File: src/rtl/aoi_filt.sv
// aoi_filt: WIDTH registered AND-OR-INVERT channels,
// each followed by a STABLE-cycle deglitch filter.
module aoi_filt #(
  parameter int WIDTH  = 4,
  parameter int AND_N  = 2,
  parameter int OR_N   = 2,
  parameter int STABLE = 3
) (
  input  logic                   clk,
  input  logic                   rst,
  input  logic                   en,
  input  logic [WIDTH*AND_N-1:0] and_in,
  input  logic [WIDTH*OR_N-1:0]  or_in,
  output logic [WIDTH-1:0]       y,
  output logic [WIDTH-1:0]       changed,
  output logic                   settled
);

  localparam int CW = $clog2(STABLE) + 1;
  localparam logic [CW-1:0] LAST = CW'(STABLE - 1);

  logic [WIDTH-1:0] raw;
  logic [WIDTH-1:0] s1;
  logic [WIDTH-1:0] y_nxt;
  logic [WIDTH-1:0] chg_nxt;
  logic [CW-1:0]    cnt     [WIDTH];
  logic [CW-1:0]    cnt_nxt [WIDTH];
  logic             set_nxt;

  // raw AOI value for every channel
  always_comb begin
    raw = '0;
    for (int i = 0; i < WIDTH; i++) begin
      raw[i] = ~((&and_in[i*AND_N +: AND_N]) |
                 (|or_in[i*OR_N +: OR_N]));
    end
  end

  // filter next state: count disagreement, flip on the last count
  always_comb begin
    y_nxt   = y;
    chg_nxt = '0;
    for (int i = 0; i < WIDTH; i++) begin
      cnt_nxt[i] = cnt[i];
      if (s1[i] == y[i]) begin
        cnt_nxt[i] = '0;
      end else if (cnt[i] == LAST) begin
        y_nxt[i]   = s1[i];
        cnt_nxt[i] = '0;
        chg_nxt[i] = 1'b1;
      end else begin
        cnt_nxt[i] = cnt[i] + CW'(1);
      end
    end
  end

  // settled reflects the state the registers will hold after the edge
  always_comb begin
    set_nxt = 1'b1;
    for (int i = 0; i < WIDTH; i++) begin
      if (raw[i] != y_nxt[i] || cnt_nxt[i] != '0) begin
        set_nxt = 1'b0;
      end
    end
  end

  // state registers; en low freezes everything but changed
  always_ff @(posedge clk or posedge rst) begin
    if (rst) begin
      s1      <= '1;
      y       <= '1;
      changed <= '0;
      settled <= 1'b1;
      for (int i = 0; i < WIDTH; i++) begin
        cnt[i] <= '0;
      end
    end else if (en) begin
      s1      <= raw;
      y       <= y_nxt;
      changed <= chg_nxt;
      settled <= set_nxt;
      for (int i = 0; i < WIDTH; i++) begin
        cnt[i] <= cnt_nxt[i];
      end
    end else begin
      changed <= '0;
    end
  end

endmodule

File: config.mk
export PLATFORM = sky130hd
export DESIGN_NAME = aoi_filt
export DESIGN_NICKNAME = d
export VERILOG_FILES = /design/src/rtl/aoi_filt.sv
export SDC_FILE = /design/constraint.sdc
export NUM_CORES = 1
export LEC_CHECK = 0
export ABC_AREA = 1
export CORE_MARGIN = 5
export CORE_UTILIZATION = 40
export CTS_BUF_LIST = sky130_fd_sc_hd__clkbuf_4 sky130_fd_sc_hd__clkbuf_8
export CTS_CLUSTER_DIAMETER = 40
export DETAILED_ROUTE_END_ITERATION = 8
export DONT_BUFFER_PORTS = 1
export GPL_TIMING_DRIVEN = 0
export PLACE_DENSITY = 0.63
export SLEW_MARGIN = 5
export SYNTH_ARGS = -nofsm -noshare
export SYNTH_HDL_FRONTEND = slang
export SYNTH_SLANG_ARGS = --single-unit
File: constraint.sdc
create_clock -name clk -period 3 [get_ports clk]
set_clock_uncertainty 0.1 [all_clocks]
set_input_delay 0.6 -clock clk [delete_from_list [all_inputs] [get_ports clk]]
set_output_delay 0.6 -clock clk [all_outputs]
set_load 0.05 [all_outputs]
# ---- Yosys cells after proc, flatten, opt, wreduce, memory -nomap -nowiden
# Cells that the tools add are included.
dict set report totals {
  reg_bits 25
  inputBits 19
  wordCells 77
}
dict set report op_classes {
  add_sub_neg 4
  n_eq_ne 12
  mux 29
  n_bitwise 8
  n_reduce_logical 16
}
# cell n
set ops {}
lappend ops {{two-way mux 3 bit} 8}
lappend ops {{two-way mux 1 bit} 20}
lappend ops {{adder 3 x 1 -> 3 bit, second input constant} 4}
lappend ops {{== test 3 x 2 -> 1 bit, second input constant} 4}
lappend ops {{nonzero test 3 bit} 4}
lappend ops {{AND reduction 2 bit} 4}
lappend ops {{OR reduction 2 bit} 4}
lappend ops {{== test 1 bit} 4}
lappend ops {{logical OR 1 bit} 4}
lappend ops {{two-way mux 4 bit} 1}
lappend ops {{inequality test 1 bit} 4}
lappend ops {{inverter 1 bit} 4}
lappend ops {{bitwise OR 1 bit} 4}

# ---- Depth between registers and ports, before layout
dict set report depth {
  word_depth 9
  mapped_depth 9
  depth_no_buf 9
}

# ---- Worst setup path before layout
# No wires, ideal clock.
dict set report synth_path {
  path_kind {register to register}
  startpoint {register y[0]}
  endpoint {register settled}
  setup_ps 69
  arrival_ps 1341
  t_required_ps 2831
  setup_slack_ps 1490
  path_stages_with_launch 9
  synth_period_minus_slack_ps 1510
  path_cell_list {dfstp_2 -> inv_1 -> nand2_1 -> nand2_1 -> nand2_1 -> nand2_1 -> nor2_1 -> nand3_1 -> o21ai_2}
}
dict set report synth_between {
  elab_chain_len 8
}
# element line
set synth_rtl {}
lappend synth_rtl {{from (decl)} 14} ;# output logic [WIDTH-1:0] y,
lappend synth_rtl {{from (signal assigned)} 79} ;# y <= y_nxt;
lappend synth_rtl {{== test 1 bit / two-way mux 1 bit (equally long branches)} {45, 47}}
lappend synth_rtl {{two-way mux 3 bit / two-way mux 1 bit (equally long branches)} 45} ;# if (s1[i] == y[i]) begin
lappend synth_rtl {{nonzero test 3 bit / inequality test 1 bit (equally long branches)} 61} ;# if (raw[i] != y_nxt[i] || cnt_nxt[i] != '0) begin
lappend synth_rtl {{logical OR 1 bit (*)} 61}
lappend synth_rtl {{two-way mux 1 bit (*) (4 in a row)} 61}
lappend synth_rtl {{to (signal assigned)} 81} ;# settled <= set_nxt;
lappend synth_rtl {{to (decl)} 16} ;# output logic settled
# Every way passes the cells marked *; elsewhere a longest branch is shown, timed or not.
# A chain may end at the register's enable or synchronous reset.

# ---- Worst setup path in the final report
dict set report layout_path {
  startpoint {register y[3]}
  endpoint {output y[3]}
}
# No word-level cell between the ends.

==> flow_metrics.py <==
metrics = {
    "outcome": {
        "outcome": "completed",
    },
    "clocking": {
        "cts.path.max_buffers": 2,
        "cts-root-buf": "clkbuf_4",
        "cts_setup_buffers": 0,
        "cts.clk_slew.worst_paths_ns": 0.15,
        "holdBufCountCts": 0,
        "cts_tree": "yes",
        "cts-htree-levels": 1,
        "clock-sinks": 25,
        "clk_latency_ns": 0.33,
        "numCtsBuffers": 3,
        "cts.repair.resized": 0,
    },
    "pwr": {
        "vdd_drop_max_v": 0.000276,
        "finalPower_mw": 1.16,
        "p_leak_nw": 0.698,
        "power.density_mw_per_mm2": 801,
    },
    "worst_setup_path": {
        "worstReg2RegEnd": "settled$_DFFE_PP1P_",
        "rr_worst_depth": 8,
        "critPathKind": "register to output port",
        "crit_arrival_ns": 1.08,
        "cp.required_ns": 2.30,
        "r2r_start": "y[0]$_DFFE_PP1P_",
        "critPathMaxFanout": 5,
        "worst-path-stages": 0,
        "worstSetupStartpoint": "y[3]$_DFFE_PP1P_",
        "worst_setup_path_start_kind": "register",
        "end_kind": "output port",
        "r2r_slack_ns": 1.32,
    },
    "cells_and_area": {
        "drive_above_1_share": 0.120,
        "finalInstanceArea_sq_mm": 0.00145,
        "area_delta_synth_final_pct": 6.24,
        "n_antenna_cell": 0,
        "final_nets": 212,
        "fillCellCount": 346,
    },
    "run": {
        "max_cap_viol_count": 0,
    },
    "routing": {
        "drt-total-wl_um": 2970,
        "first_iter_violations": 85,
        "drc": 0,
        "wire_per_inst_um": 12.5,
        "drtPass1Iterations": 4,
        "num_vias": 1223,
        "drtAntennaViolNets": 0,
        "vias_per_cell": 5.14,
    },
    "synth": {
        "synthTopCellsByCount": "63 x nand2_1, 24 x inv_1, 21 x nand3_1",
        "syn_avg_cell_area_sq_um": 7.25,
        "async_flop_share": 1.00,
        "netlist_instances": 188,
        "ys_types": 17,
        "synth_edf_count": 0,
        "yosysWarnings": 0,
        "synth_top_area_frac": 0.294,
        "yosysMostFrequentCell": "nand2_1",
        "synth_area_leaders": "dfrtp_1 29%, dfstp_2 17%, nand2_1 17%, nand3_1 7.7%, inv_1 6.6%",
        "syn_area_sq_mm": 0.00136,
        "syn-num-nets": 207,
        "yosysTopAreaCell": "dfrtp_1",
        "yosys_most_used_dff": "dfrtp_1",
        "ys_ff_latch": 25,
        "yosysSeqAreaShare": 0.467,
    },
    "timing": {
        "finalCritPeriodShare": 0.594,
        "hold_viol": 0,
        "tns_ns": 0,
        "fin_crit_ns": 1.78,
        "setup_viol": 0,
        "relSlewSlack": 0.354,
        "tightestPinTransition_ns": 0.968,
        "fmax_mhz": 561,
        "slew_viol_final": 0,
        "rsz0062_at_grt": "false",
    },
    "floorplanning": {
        "initial_core_util": 0.412,
        "die_w_um": 68.4,
        "dieArea_sq_mm": 0.00467,
        "pin_count": 28,
        "row_count": 21,
        "fp.coreArea_sq_mm": 0.00331,
        "die_h_um": 68.4,
    },
    "placed_design": {
        "place_area_sq_mm": 0.00142,
        "hpwl_um": 2200,
        "gp_congestion": 0.856,
        "port_buffers": 0,
    },
    "worst_hold_path": {
        "min_path_type": "input port to async pin",
    },
    "grt": {
        "grt_max_degree": 26,
        "grt_pass1_vias": 1200,
        "grt_pass1_wl_um": 5130,
        "track_usage": 0.146,
        "antenna_found_initial": 0,
        "overflow": 0,
    },
}
==> metrics by stage <==
stage / utilization / setup WS, ns / hold WS, ns / std cells
6_report: 0.437 / 1.22 / 0.262 / 238
5_1_grt: 0.437 / 1.16 / 0.330 / 238
4_1_cts: 0.437 / 1.21 / 0.304 / 238
3_5_place_dp: 0.429 / 1.35 / 0.396 / 234
3_3_place_gp: 0.429 / 1.37 / 0.386 / 234
2_1_floorplan: - / 1.49 / 0.373 / 188
==> cells by family (layout without fill, tap and decap cells) <==
group	Yosys count	in the layout	synth area share
and+or+nand+nor	105	105	0.339
DFF	25	25	0.467
buffers and inverters	30	34	0.0854
AOI/OAI and AO/OA	28	28	0.108
==> placed cells by master, fill, tap and decap left out, types with 2 or more instances in the layout <==
master / count
nand4_1: 9
nand2_1: 63
dfrtp_1: 16
a21oi_1: 10
nand3_2: 2
clkbuf_4: 3
nor2_1: 8
inv_1: 24
o21ai_0: 16
buf_2: 3
dfstp_2: 9
inv_2: 2
nand3_1: 21
==> metal layers <==
| metal | global-route usage | part of all wire | vias up |
|---|---|---|---|
| met4 | 0.0620 | 0.0077 | 0 |
| met3 | 0.0279 | 0.058 | 2 |
| met5 | 0 | 0 | - |
| met2 | 0.261 | 0.48 | 32 |
| li1 | - | - | 615 |
| met1 | 0.167 | 0.45 | 574 |
==> flip-flops by register name (all words and copies together), names as in the netlist <==
register / cells
y: 4
cnt: 12
settled: 1
changed: 4
s1: 4
==> worst max path at each step <==
stage,to,slack (ns)
2_1_floorplan,settled$_DFFE_PP1P_,1.49
3_3_place_gp,settled$_DFFE_PP1P_,1.37
3_5_place_dp,settled$_DFFE_PP1P_,1.35
4_1_cts,y[2],1.21
5_1_grt,settled$_DFFE_PP1P_,1.16
6_report,y[3],1.22
==> report_power, final <==
| group | internal, mW | switching (mW) |
|---|---|---|
| Clock | 0.0500 | 0.112 |
| Combinational | 0.127 | 0.237 |
| Sequential | 0.439 | 0.196 |
| Total | 0.616 | 0.545 |
==> layout make-up <==
| class | count | area, sq um | area share |
|---|---|---|---|
| tap | 46 | 57.6 | 0.0398 |
| clock buffer | 3 | 22.5 | 0.0156 |
| buffer | 4 | 18.8 | 0.0130 |
| multi-input combinational | 133 | 609 | 0.421 |
| inverter | 26 | 97.6 | 0.0674 |
| sequential | 25 | 637 | 0.440 |
| clock inverter | 1 | 5.00 | 0.00346 |
(Power assumes the default switching activity.)
